File: config.mk
export PLATFORM = sky130hd
export DESIGN_NAME = swin_line_ctrl_flat
export DESIGN_NICKNAME = d
export VERILOG_FILES = /design/src/rtl/swin_line_ctrl_if.sv /design/src/rtl/swin_line_ctrl.sv /design/src/flat_wrapper.sv
export SDC_FILE = /design/constraint.sdc
export NUM_CORES = 1
export LEC_CHECK = 0
export CELL_PAD_IN_SITES_DETAIL_PLACEMENT = 2
export CELL_PAD_IN_SITES_GLOBAL_PLACEMENT = 2
export CORE_ASPECT_RATIO = 1.4
export CORE_MARGIN = 2
export CORE_UTILIZATION = 22
export CTS_CLUSTER_DIAMETER = 120
export CTS_CLUSTER_SIZE = 10
export DETAILED_ROUTE_END_ITERATION = 16
export PLACE_DENSITY_LB_ADDON = 0.1
export SLEW_MARGIN = 10
export SYNTH_ARGS = -nofsm -noshare
export SYNTH_HDL_FRONTEND = slang
export SYNTH_SLANG_ARGS = --single-unit
File: constraint.sdc
create_clock -name clk -period 4.9 [get_ports clk]
set_clock_uncertainty 0.2 [all_clocks]
set_input_delay 0.49 -clock clk [delete_from_list [all_inputs] [get_ports clk]]
set_output_delay 0.49 -clock clk [all_outputs]
set_load 0.01 [all_outputs]
File: src/rtl/swin_line_ctrl_if.sv
// Pixel-stream / decoder-side bundle for swin_line_ctrl.
//   master : upstream producer + downstream consumer view (drives start,
//            s_pix_data/s_pix_vld, dec_stall; observes everything else)
//   slave  : the scheduler itself
// Signals:
//   start        frame start pulse            busy         scheduler active
//   s_pix_data   128-bit upstream beat        s_pix_vld    upstream valid
//   s_pix_rdy    upstream ready               dec_stall    decoder back-pressure
//   pix_data_out registered beat              data_in_vld  pix_data_out valid
//   decoder_en   decoder / config-BRAM enable line_start   first beat of line
//   line_end     last beat of line            frame_end    final-beat marker
//   row_sel      BRAM row group               win_vld      window rows filled
//   line_cnt     current line index           beat_cnt     next beat index
interface swin_line_ctrl_if #(
    parameter int CNT_W = 12
);
    logic             start;
    logic             busy;
    logic [127:0]     s_pix_data;
    logic             s_pix_vld;
    logic             s_pix_rdy;
    logic             dec_stall;
    logic [127:0]     pix_data_out;
    logic             data_in_vld;
    logic             decoder_en;
    logic             line_start;
    logic             line_end;
    logic             frame_end;
    logic [1:0]       row_sel;
    logic             win_vld;
    logic [CNT_W-1:0] line_cnt;
    logic [CNT_W-1:0] beat_cnt;

    modport slave (
        input  start, s_pix_data, s_pix_vld, dec_stall,
        output busy, s_pix_rdy, pix_data_out, data_in_vld, decoder_en,
               line_start, line_end, frame_end, row_sel, win_vld,
               line_cnt, beat_cnt
    );

    modport master (
        output start, s_pix_data, s_pix_vld, dec_stall,
        input  busy, s_pix_rdy, pix_data_out, data_in_vld, decoder_en,
               line_start, line_end, frame_end, row_sel, win_vld,
               line_cnt, beat_cnt
    );
endinterface

File: src/rtl/swin_line_ctrl.sv
// Line/frame scheduler in front of the configuration decoder.
// Accepts 16-pixel beats (valid/ready), forwards them one cycle later with
// data_in_vld, primes the config-BRAM read pipeline before each frame,
// counts beats/lines, inserts an inter-line gap and produces the line/frame
// markers, rotating row-group select and window-valid flag.
// Ports:
//   clk  - rising-edge clock
//   rst  - asynchronous active-high reset
//   bus  - swin_line_ctrl_if.slave bundle (see interface header)
module swin_line_ctrl #(
    parameter int LINE_BEATS  = 120,
    parameter int FRAME_LINES = 1080,
    parameter int WIN_ROWS    = 3,
    parameter int PRIME_CYC   = 2,   // 0..256
    parameter int GAP_CYC     = 2,   // 0..256
    parameter int CNT_W       = 12
) (
    input  logic               clk,
    input  logic               rst,
    swin_line_ctrl_if.slave    bus
);
    typedef enum logic [2:0] {IDLE, PRIME, RUN, GAP, DONE} state_t;

    localparam logic [CNT_W-1:0] LAST_BEAT  = CNT_W'(LINE_BEATS - 1);
    localparam logic [CNT_W-1:0] LAST_LINE  = CNT_W'(FRAME_LINES - 1);
    localparam logic [CNT_W-1:0] WIN_LINE   = CNT_W'(WIN_ROWS - 1);
    localparam logic [1:0]       LAST_ROW   = 2'(WIN_ROWS - 1);
    // Only compared while in PRIME/GAP, which are skipped when the count is 0.
    localparam logic [7:0]       PRIME_LAST = 8'(PRIME_CYC - 1);
    localparam logic [7:0]       GAP_LAST   = 8'(GAP_CYC - 1);

    state_t             state_reg, state_next;
    logic [7:0]         cyc_reg, cyc_next;
    logic [CNT_W-1:0]   beat_cnt_reg, line_cnt_reg;
    logic [1:0]         row_sel_reg;
    logic [127:0]       pix_data_reg;
    logic               data_in_vld_reg, line_start_reg, line_end_reg, win_vld_reg;

    logic rdy, xfer, last_beat, last_line, frame_go;

    assign rdy       = (state_reg == RUN) & ~bus.dec_stall;
    assign xfer      = bus.s_pix_vld & rdy;
    assign last_beat = (beat_cnt_reg == LAST_BEAT);
    assign last_line = (line_cnt_reg == LAST_LINE);
    assign frame_go  = (state_reg == IDLE) & bus.start;

    always_ff @(posedge clk or posedge rst) begin
        if (rst) begin
            state_reg <= IDLE;
            cyc_reg   <= '0;
        end else begin
            state_reg <= state_next;
            cyc_reg   <= cyc_next;
        end
    end

    always_comb begin
        state_next = state_reg;
        cyc_next   = cyc_reg;
        case (state_reg)
            IDLE: begin
                if (bus.start) begin
                    cyc_next   = '0;
                    state_next = (PRIME_CYC == 0) ? RUN : PRIME;
                end
            end
            PRIME: begin
                if (cyc_reg == PRIME_LAST) state_next = RUN;
                else                       cyc_next   = cyc_reg + 8'd1;
            end
            RUN: begin
                if (xfer && last_beat) begin
                    cyc_next = '0;
                    if (last_line)         state_next = DONE;
                    else if (GAP_CYC == 0) state_next = RUN;
                    else                   state_next = GAP;
                end
            end
            GAP: begin
                if (cyc_reg == GAP_LAST) state_next = RUN;
                else                     cyc_next   = cyc_reg + 8'd1;
            end
            DONE:    state_next = IDLE;
            default: state_next = IDLE;
        endcase
    end

    // Beat path and counters. Markers are registered with the beat so they
    // line up with data_in_vld; pix_data_out holds between transfers.
    always_ff @(posedge clk or posedge rst) begin
        if (rst) begin
            pix_data_reg    <= '0;
            data_in_vld_reg <= 1'b0;
            line_start_reg  <= 1'b0;
            line_end_reg    <= 1'b0;
            win_vld_reg     <= 1'b0;
            beat_cnt_reg    <= '0;
            line_cnt_reg    <= '0;
            row_sel_reg     <= '0;
        end else begin
            data_in_vld_reg <= xfer;
            line_start_reg  <= xfer & (beat_cnt_reg == '0);
            line_end_reg    <= xfer & last_beat;
            if (xfer) begin
                pix_data_reg <= bus.s_pix_data;
                win_vld_reg  <= (line_cnt_reg >= WIN_LINE);
            end
            if (frame_go) begin
                beat_cnt_reg <= '0;
                line_cnt_reg <= '0;
                row_sel_reg  <= '0;
                win_vld_reg  <= 1'b0;
            end else if (xfer) begin
                if (last_beat) begin
                    beat_cnt_reg <= '0;
                    if (!last_line) begin
                        line_cnt_reg <= line_cnt_reg + 1'b1;
                        row_sel_reg  <= (row_sel_reg == LAST_ROW) ? 2'd0 : row_sel_reg + 2'd1;
                    end
                end else begin
                    beat_cnt_reg <= beat_cnt_reg + 1'b1;
                end
            end
        end
    end

    assign bus.busy         = (state_reg != IDLE);
    assign bus.decoder_en   = (state_reg == PRIME) | (state_reg == RUN) | (state_reg == GAP);
    assign bus.frame_end    = (state_reg == DONE);  // DONE is the cycle the final beat is presented
    assign bus.s_pix_rdy    = rdy;
    assign bus.pix_data_out = pix_data_reg;
    assign bus.data_in_vld  = data_in_vld_reg;
    assign bus.line_start   = line_start_reg;
    assign bus.line_end     = line_end_reg;
    assign bus.win_vld      = win_vld_reg;
    assign bus.row_sel      = row_sel_reg;
    assign bus.line_cnt     = line_cnt_reg;
    assign bus.beat_cnt     = beat_cnt_reg;
endmodule

File: src/flat_wrapper.sv
// flat-port wrapper written by rule: the top's interface ports become plain ports
module swin_line_ctrl_flat 
#(
    parameter int LINE_BEATS  = 120,
    parameter int FRAME_LINES = 1080,
    parameter int WIN_ROWS    = 3,
    parameter int PRIME_CYC   = 2,            
    parameter int GAP_CYC     = 2,            
    parameter int CNT_W       = 12
)
  (clk, rst, bus_start, bus_s_pix_data, bus_s_pix_vld, bus_dec_stall, bus_busy, bus_s_pix_rdy, bus_pix_data_out, bus_data_in_vld, bus_decoder_en, bus_line_start, bus_line_end, bus_frame_end, bus_row_sel, bus_win_vld, bus_line_cnt, bus_beat_cnt);
  swin_line_ctrl_if #(.CNT_W(CNT_W)) bus_i ();
  input  logic clk;
  input  logic rst;
  input wire logic [$bits(bus_i.start)-1:0] bus_start;
  input wire logic [$bits(bus_i.s_pix_data)-1:0] bus_s_pix_data;
  input wire logic [$bits(bus_i.s_pix_vld)-1:0] bus_s_pix_vld;
  input wire logic [$bits(bus_i.dec_stall)-1:0] bus_dec_stall;
  output wire logic [$bits(bus_i.busy)-1:0] bus_busy;
  output wire logic [$bits(bus_i.s_pix_rdy)-1:0] bus_s_pix_rdy;
  output wire logic [$bits(bus_i.pix_data_out)-1:0] bus_pix_data_out;
  output wire logic [$bits(bus_i.data_in_vld)-1:0] bus_data_in_vld;
  output wire logic [$bits(bus_i.decoder_en)-1:0] bus_decoder_en;
  output wire logic [$bits(bus_i.line_start)-1:0] bus_line_start;
  output wire logic [$bits(bus_i.line_end)-1:0] bus_line_end;
  output wire logic [$bits(bus_i.frame_end)-1:0] bus_frame_end;
  output wire logic [$bits(bus_i.row_sel)-1:0] bus_row_sel;
  output wire logic [$bits(bus_i.win_vld)-1:0] bus_win_vld;
  output wire logic [$bits(bus_i.line_cnt)-1:0] bus_line_cnt;
  output wire logic [$bits(bus_i.beat_cnt)-1:0] bus_beat_cnt;
  assign bus_i.start = bus_start;
  assign bus_i.s_pix_data = bus_s_pix_data;
  assign bus_i.s_pix_vld = bus_s_pix_vld;
  assign bus_i.dec_stall = bus_dec_stall;
  assign bus_busy = bus_i.busy;
  assign bus_s_pix_rdy = bus_i.s_pix_rdy;
  assign bus_pix_data_out = bus_i.pix_data_out;
  assign bus_data_in_vld = bus_i.data_in_vld;
  assign bus_decoder_en = bus_i.decoder_en;
  assign bus_line_start = bus_i.line_start;
  assign bus_line_end = bus_i.line_end;
  assign bus_frame_end = bus_i.frame_end;
  assign bus_row_sel = bus_i.row_sel;
  assign bus_win_vld = bus_i.win_vld;
  assign bus_line_cnt = bus_i.line_cnt;
  assign bus_beat_cnt = bus_i.beat_cnt;
  swin_line_ctrl #(.LINE_BEATS(LINE_BEATS), .FRAME_LINES(FRAME_LINES), .WIN_ROWS(WIN_ROWS), .PRIME_CYC(PRIME_CYC), .GAP_CYC(GAP_CYC), .CNT_W(CNT_W)) u_core (.clk(clk), .rst(rst), .bus(bus_i));
endmodule
# ---- Word level (Yosys, flattened, before mapping)
# Cells that the tools add are included.
# Widths: inputs -> output; s select.
dict set report word_totals {
  latch_bits 0
  n_memories 0
  in_bits 133
  register_bits 169
  elab_cells 70
  rom_bits 0
  mem_bits_rw 0
}
dict set report classes {
  n_reduce_logical 11
  n_shift 0
  multipliers 0
  muxes 23
  n_lt_le_gt_ge 1
  n_eq_ne 13
  add_sub_neg 4
  n_div 0
  n_bitwise 8
}
# op n
set op_table {}
lappend op_table {{$mux 12} 7}
lappend op_table {{$add 12x1->12 const B} 2}
lappend op_table {{$mux 8} 3}
lappend op_table {{$pmux 8 s3} 1}
lappend op_table {{$eq 12x11->1 const B} 1}
lappend op_table {{$eq 12x7->1 const B} 1}
lappend op_table {{$ge 12x2->1 const B} 1}
lappend op_table {{$logic_not 12->1} 1}
lappend op_table {{$mux 3} 4}
lappend op_table {{$mux 2} 5}
lappend op_table {{$pmux 3 s3} 1}
lappend op_table {{$add 8x1->8 const B} 1}
lappend op_table {{$eq 8x1->1 const B} 1}
lappend op_table {{$ne 2x2->1 const B} 4}
lappend op_table {{$eq 3x2->1 const B} 2}
lappend op_table {{$reduce_and 3->1} 2}
lappend op_table {{$reduce_bool 3->1} 2}
lappend op_table {{$and 1x1->1} 5}
lappend op_table {{$reduce_and 4->1} 1}
lappend op_table {{$reduce_bool 2->1} 2}
lappend op_table {{$eq 3x1->1 const B} 1}
lappend op_table {{$eq 3x3->1 const B} 1}
lappend op_table {{$logic_not 3->1} 1}
lappend op_table {{$add 2x1->2 const B} 1}
lappend op_table {{7 further kinds} 9}

# ---- Logic depth before layout (Yosys ltp)
dict set report depth {
  word_depth 6
  depth_mapped 8
  depth_no_buf 6
}

# ---- Least setup slack after synthesis
# OpenSTA, ideal clock, no wires.
dict set report synth_timing {
  kind {flip-flop to flip-flop}
  startpoint {register u_core.beat_cnt_reg[3] (netlist: u_core.bus.beat_cnt[3])}
  endpoint {register u_core.cyc_reg[0]}
  stages_incl_launch_ff 6
  path_buffers 1
  required_time_ns 4.576
  slack_ns 2.334
  t_arrival_ns 2.242
  path_cell_list {dfrtp_1 -> buf_6 -> or4_1 -> or4_4 -> a211o_1 -> a211o_1}
}
dict set report synth_via {
  elab_chain_len 4
}
# element line
set synth_lines {}
lappend synth_lines {{from (decl)} swin_line_ctrl.sv:34} ;# logic [CNT_W-1:0] beat_cnt_reg, line_cnt_reg;
lappend synth_lines {{from (signal assigned)} swin_line_ctrl.sv:121} ;# beat_cnt_reg <= beat_cnt_reg + 1'b1;
lappend synth_lines {{$eq 12x7->1} swin_line_ctrl.sv:43} ;# assign last_beat = (beat_cnt_reg == LAST_BEAT);
lappend synth_lines {{$logic_and 1x1->1} swin_line_ctrl.sv:72} ;# if (xfer && last_beat) begin
lappend synth_lines {{$ne 2x2->1 (no line)} -}
lappend synth_lines {{$reduce_and 4->1 (no line)} -}
lappend synth_lines {{to (signal assigned)} swin_line_ctrl.sv:53} ;# cyc_reg <= cyc_next;
lappend synth_lines {{to (decl)} swin_line_ctrl.sv:33} ;# logic [7:0] cyc_reg, cyc_next;
# No other way between the ends.
# A chain may end at the register's enable or synchronous reset.

# ---- Worst setup path after layout
dict set report layout_timing {
  startpoint {register u_core.state_reg[0]}
  endpoint {output port bus_s_pix_rdy}
}
dict set report layout_via {
  elab_chain_len 2
}
# element line
set layout_lines {}
lappend layout_lines {{from (decl)} swin_line_ctrl.sv:32} ;# state_t state_reg, state_next;
lappend layout_lines {{from (signal assigned)} swin_line_ctrl.sv:52} ;# state_reg <= state_next;
lappend layout_lines {{$eq 3x2->1} swin_line_ctrl.sv:41} ;# assign rdy = (state_reg == RUN) & ~bus.dec_stall;
lappend layout_lines {{$and 1x1->1} swin_line_ctrl.sv:41}
lappend layout_lines {{to (decl)} flat_wrapper.sv:20} ;# output wire logic [$bits(bus_i.s_pix_rdy)-1:0] bus_s_pix_rdy;
# No other way between the ends.

==> impl_metrics.py <==
metrics = {
    "global_route": {
        "grt_pass1_wl_mm": 43.83,
        "grt_overflow_total": 0,
        "grtUsageTotal_pct": 16.88,
        "grt_max_degree": 170,
        "grt_pass1_vias": 7446,
        "antenna_found_initial": 1,
    },
    "clock_tree": {
        "cts.clk_slew.worst_paths_ns": 0.07,
        "insertion_delay_ns": 0.44,
        "cts_setup_buffers": 0,
        "cts_tree": "yes",
        "cts_buffers": 17,
        "cts-htree-levels": 4,
        "cts_sinks": 169,
        "cts_resized": 0,
        "clock_path_buffers": 2,
        "cts-root-buf": "clkbuf_16",
        "hold_buffers": 0,
    },
    "worst_setup_path": {
        "worst_setup_path_end_kind": "output pin",
        "critPathRequiredTime_ns": 4.21,
        "path_depth": 3,
        "crit_fanout": 16,
        "path_class": "reg2out",
        "crit_buf_inv": 1,
        "reg2reg_slack_ns": 2.03,
        "cpPeakStageDelay_ns": 0.59,
        "cp_slowest_cell": "or3b_2",
        "ff2ff_path_depth": 4,
        "crit_family": "simple AND/OR/NAND/NOR gates",
        "crit_end": "bus_s_pix_rdy",
        "path_cells": "or3b_2, nor2_1, clkdlybuf4s50_1",
        "crit_start": "u_core.state_reg[0]$_DFFE_PP0P_",
        "r2r-start": "u_core.bus.beat_cnt[3]$_DFFE_PP0P_",
        "worstPathArrival_ns": 2.24,
        "r2r-end": "u_core.bus.line_cnt[7]$_DFFE_PP0P_",
        "critPathLaunchType": "flip-flop",
    },
    "logic_synthesis": {
        "synth-edff-count": 0,
        "netlist-cell-type-count": 48,
        "synth_most_common_cell": "nand2_1",
        "synthTopCellsByArea": "dfrtp_1 58%, nand2_1 21%, clkbuf_1 2.3%, nand3_1 1.2%, ha_1 1.0%",
        "synthArstFlopShare_pct": 100.0,
        "synth_seq_area_share_pct": 58.48,
        "ys_ff_latch": 169,
        "synth_top_area_share_pct": 58.48,
        "synth_ff_type": "dfrtp_1",
        "yosysTopAreaCell": "dfrtp_1",
        "synthesis.nets": 958,
        "synth_area_um2": 7232,
        "synth_commonest_cells": "406 x nand2_1, 169 x dfrtp_1, 44 x clkbuf_1, 18 x nand3_1, 18 x nor2_1",
        "synth_cells": 819,
        "syn_avg_cell_area_um2": 8.830,
        "yosys_warnings": 0,
    },
    "hold_path": {
        "hp-class": "reg2reg",
    },
    "placement": {
        "place_congestion": 0.7258,
        "port_buffers": 294,
        "post-place-cells": 1513,
        "place_ws_ns": 1.877,
        "dpl.hpwl_mm": 19.73,
    },
    "timing": {
        "min_period_ns": 2.932,
        "hold_viol": 0,
        "setup_ws_ns": 1.968,
        "fmax_ghz": 0.3411,
        "rsz0062_at_grt": "no",
        "setup-tns-final_ns": 0,
        "worstMarginPinSlew_ns": 0.9747,
        "slew_headroom_pct": 35.02,
        "finalSetupViolCount": 0,
        "slew_viol_final": 0,
        "fin_crit_sh_pct": 59.83,
    },
    "floorplanning": {
        "initial_core_util_pct": 22.32,
        "die_h_um": 218.5,
        "die_area_um2": 34360,
        "row_count": 78,
        "dieWidth_um": 157.2,
        "core_um2": 32400,
        "io_pins": 295,
    },
    "drt": {
        "dr.pass1.iters": 4,
        "viasPerCell": 4.388,
        "drc": 0,
        "routed-via-count": 6780,
        "drtIter0Drc": 217,
        "postRouteAntennaNets": 0,
        "routed_wl_mm": 28.16,
        "wl_per_cell_um": 18.23,
    },
    "flow_run": {
        "cap_violations": 0,
    },
    "layout": {
        "multiInputGateArea_um2": 2784,
        "area_growth_pct": 56.07,
        "fillers": 3650,
        "final_cells": 1545,
        "ff_latch_area_um2": 4229,
        "drive_gt1_share_pct": 4.348,
        "nNetsFinal": 1231,
        "largest_reg_flops": 128,
    },
    "pwr": {
        "powerDensity_nw_per_um2": 476.3,
        "p_leak_uw": 0.005253,
        "peakVddDrop_mv": 0.2051,
    },
    "run_status": {
        "status": "finished clean",
    },
}
==> tightest hold or removal path, stage by stage (launching register included) <==
cell and delay, ns:
dfrtp_1 0.34, nand2_1 0.05, nand2_1 0.05
==> final cells by class <==
type | count | share of cell area (%)
multi-input cells | 590 | 24.66
diodes | 1 | 0.02217
inverters | 13 | 0.4877
repair buffers | 301 | 26.76
flip-flops and latches | 169 | 37.47
clock buffers | 21 | 4.257
well taps | 440 | 4.877
clock inverters | 10 | 1.463
==> cells by family after synthesis <==
logic type,Yosys count,synth area share [%]
adders and majority gates,6,1.038
and+or+nand+nor,515,30.38
muxes,7,0.9689
AOI/OAI and AO/OA,59,5.554
buffers and inverters,60,3.218
xor gates and xnor gates,3,0.3634
DFF,169,58.48
==> layout by cell type (no fill, tap or decap), types with 3 or more instances in the layout <==
cell type        count
clkinvlp_4           4
a41o_1               3
bufinv_16            4
or3_1                3
dfrtp_1            169
o21ai_0             12
nor2b_1              3
inv_1               11
a211o_1              4
nor4_1               5
o31ai_1              4
nor3_1               4
nor2_1              18
a211oi_1             4
and4_1               8
a31oi_1             11
clkbuf_8             4
clkdlybuf4s50_1    294
nand4_1             10
ha_1                 6
buf_4                5
nor3b_1              5
or4_1                7
and3_1              10
mux2i_1              7
a21oi_1              8
nand2_1            405
nand3_1             18
nand2b_1             6
clkbuf_16           17
==> metal layers <==
layer	share of wire, %	GRT usage, %
met5	0	0
met3	6.6	5.988
met4	2.1	5.576
met1	38	18.68
met2	53	29.84
==> through the flow <==
| stage | hold slack (ns) | util [%] | power [µW] | area (µm²) |
|---|---|---|---|---|
| floorplan | 0.2920 | - | 2772 | 7236 |
| global placement | 0.2560 | 32.84 | 3898 | 10640 |
| detailed placement | 0.2657 | 32.84 | 3941 | 10640 |
| CTS | 0.2825 | 34.83 | 5505 | 11280 |
| global route | 0.2967 | 34.84 | 5747 | 11290 |
| finish | 0.2735 | 34.84 | 5376 | 11290 |
==> worst min-delay path by stage <==
stage	startpoint	endpoint	cells after the start
3_5_place_dp	u_core.bus.pix_data_out[83]$_DFFE_PP0P_	u_core.bus.pix_data_out[83]$_DFFE_PP0P_	2
2_1_floorplan	u_core.cyc_reg[7]$_DFFE_PP0P_	u_core.cyc_reg[7]$_DFFE_PP0P_	1
6_report	u_core.bus.pix_data_out[86]$_DFFE_PP0P_	u_core.bus.pix_data_out[86]$_DFFE_PP0P_	2
3_3_place_gp	u_core.bus.pix_data_out[23]$_DFFE_PP0P_	u_core.bus.pix_data_out[23]$_DFFE_PP0P_	2
4_1_cts	u_core.bus.pix_data_out[125]$_DFFE_PP0P_	u_core.bus.pix_data_out[125]$_DFFE_PP0P_	2
5_1_grt	u_core.bus.pix_data_out[3]$_DFFE_PP0P_	u_core.bus.pix_data_out[3]$_DFFE_PP0P_	2
==> power breakdown <==
group          internal, µW  switching (µW)  total (µW)
Clock                   907             601        1510
Combinational           940             847        1790
Sequential             1790             287        2080
Total                  3640            1730        5380
Note: power is estimated with default switching activity, not from simulation.
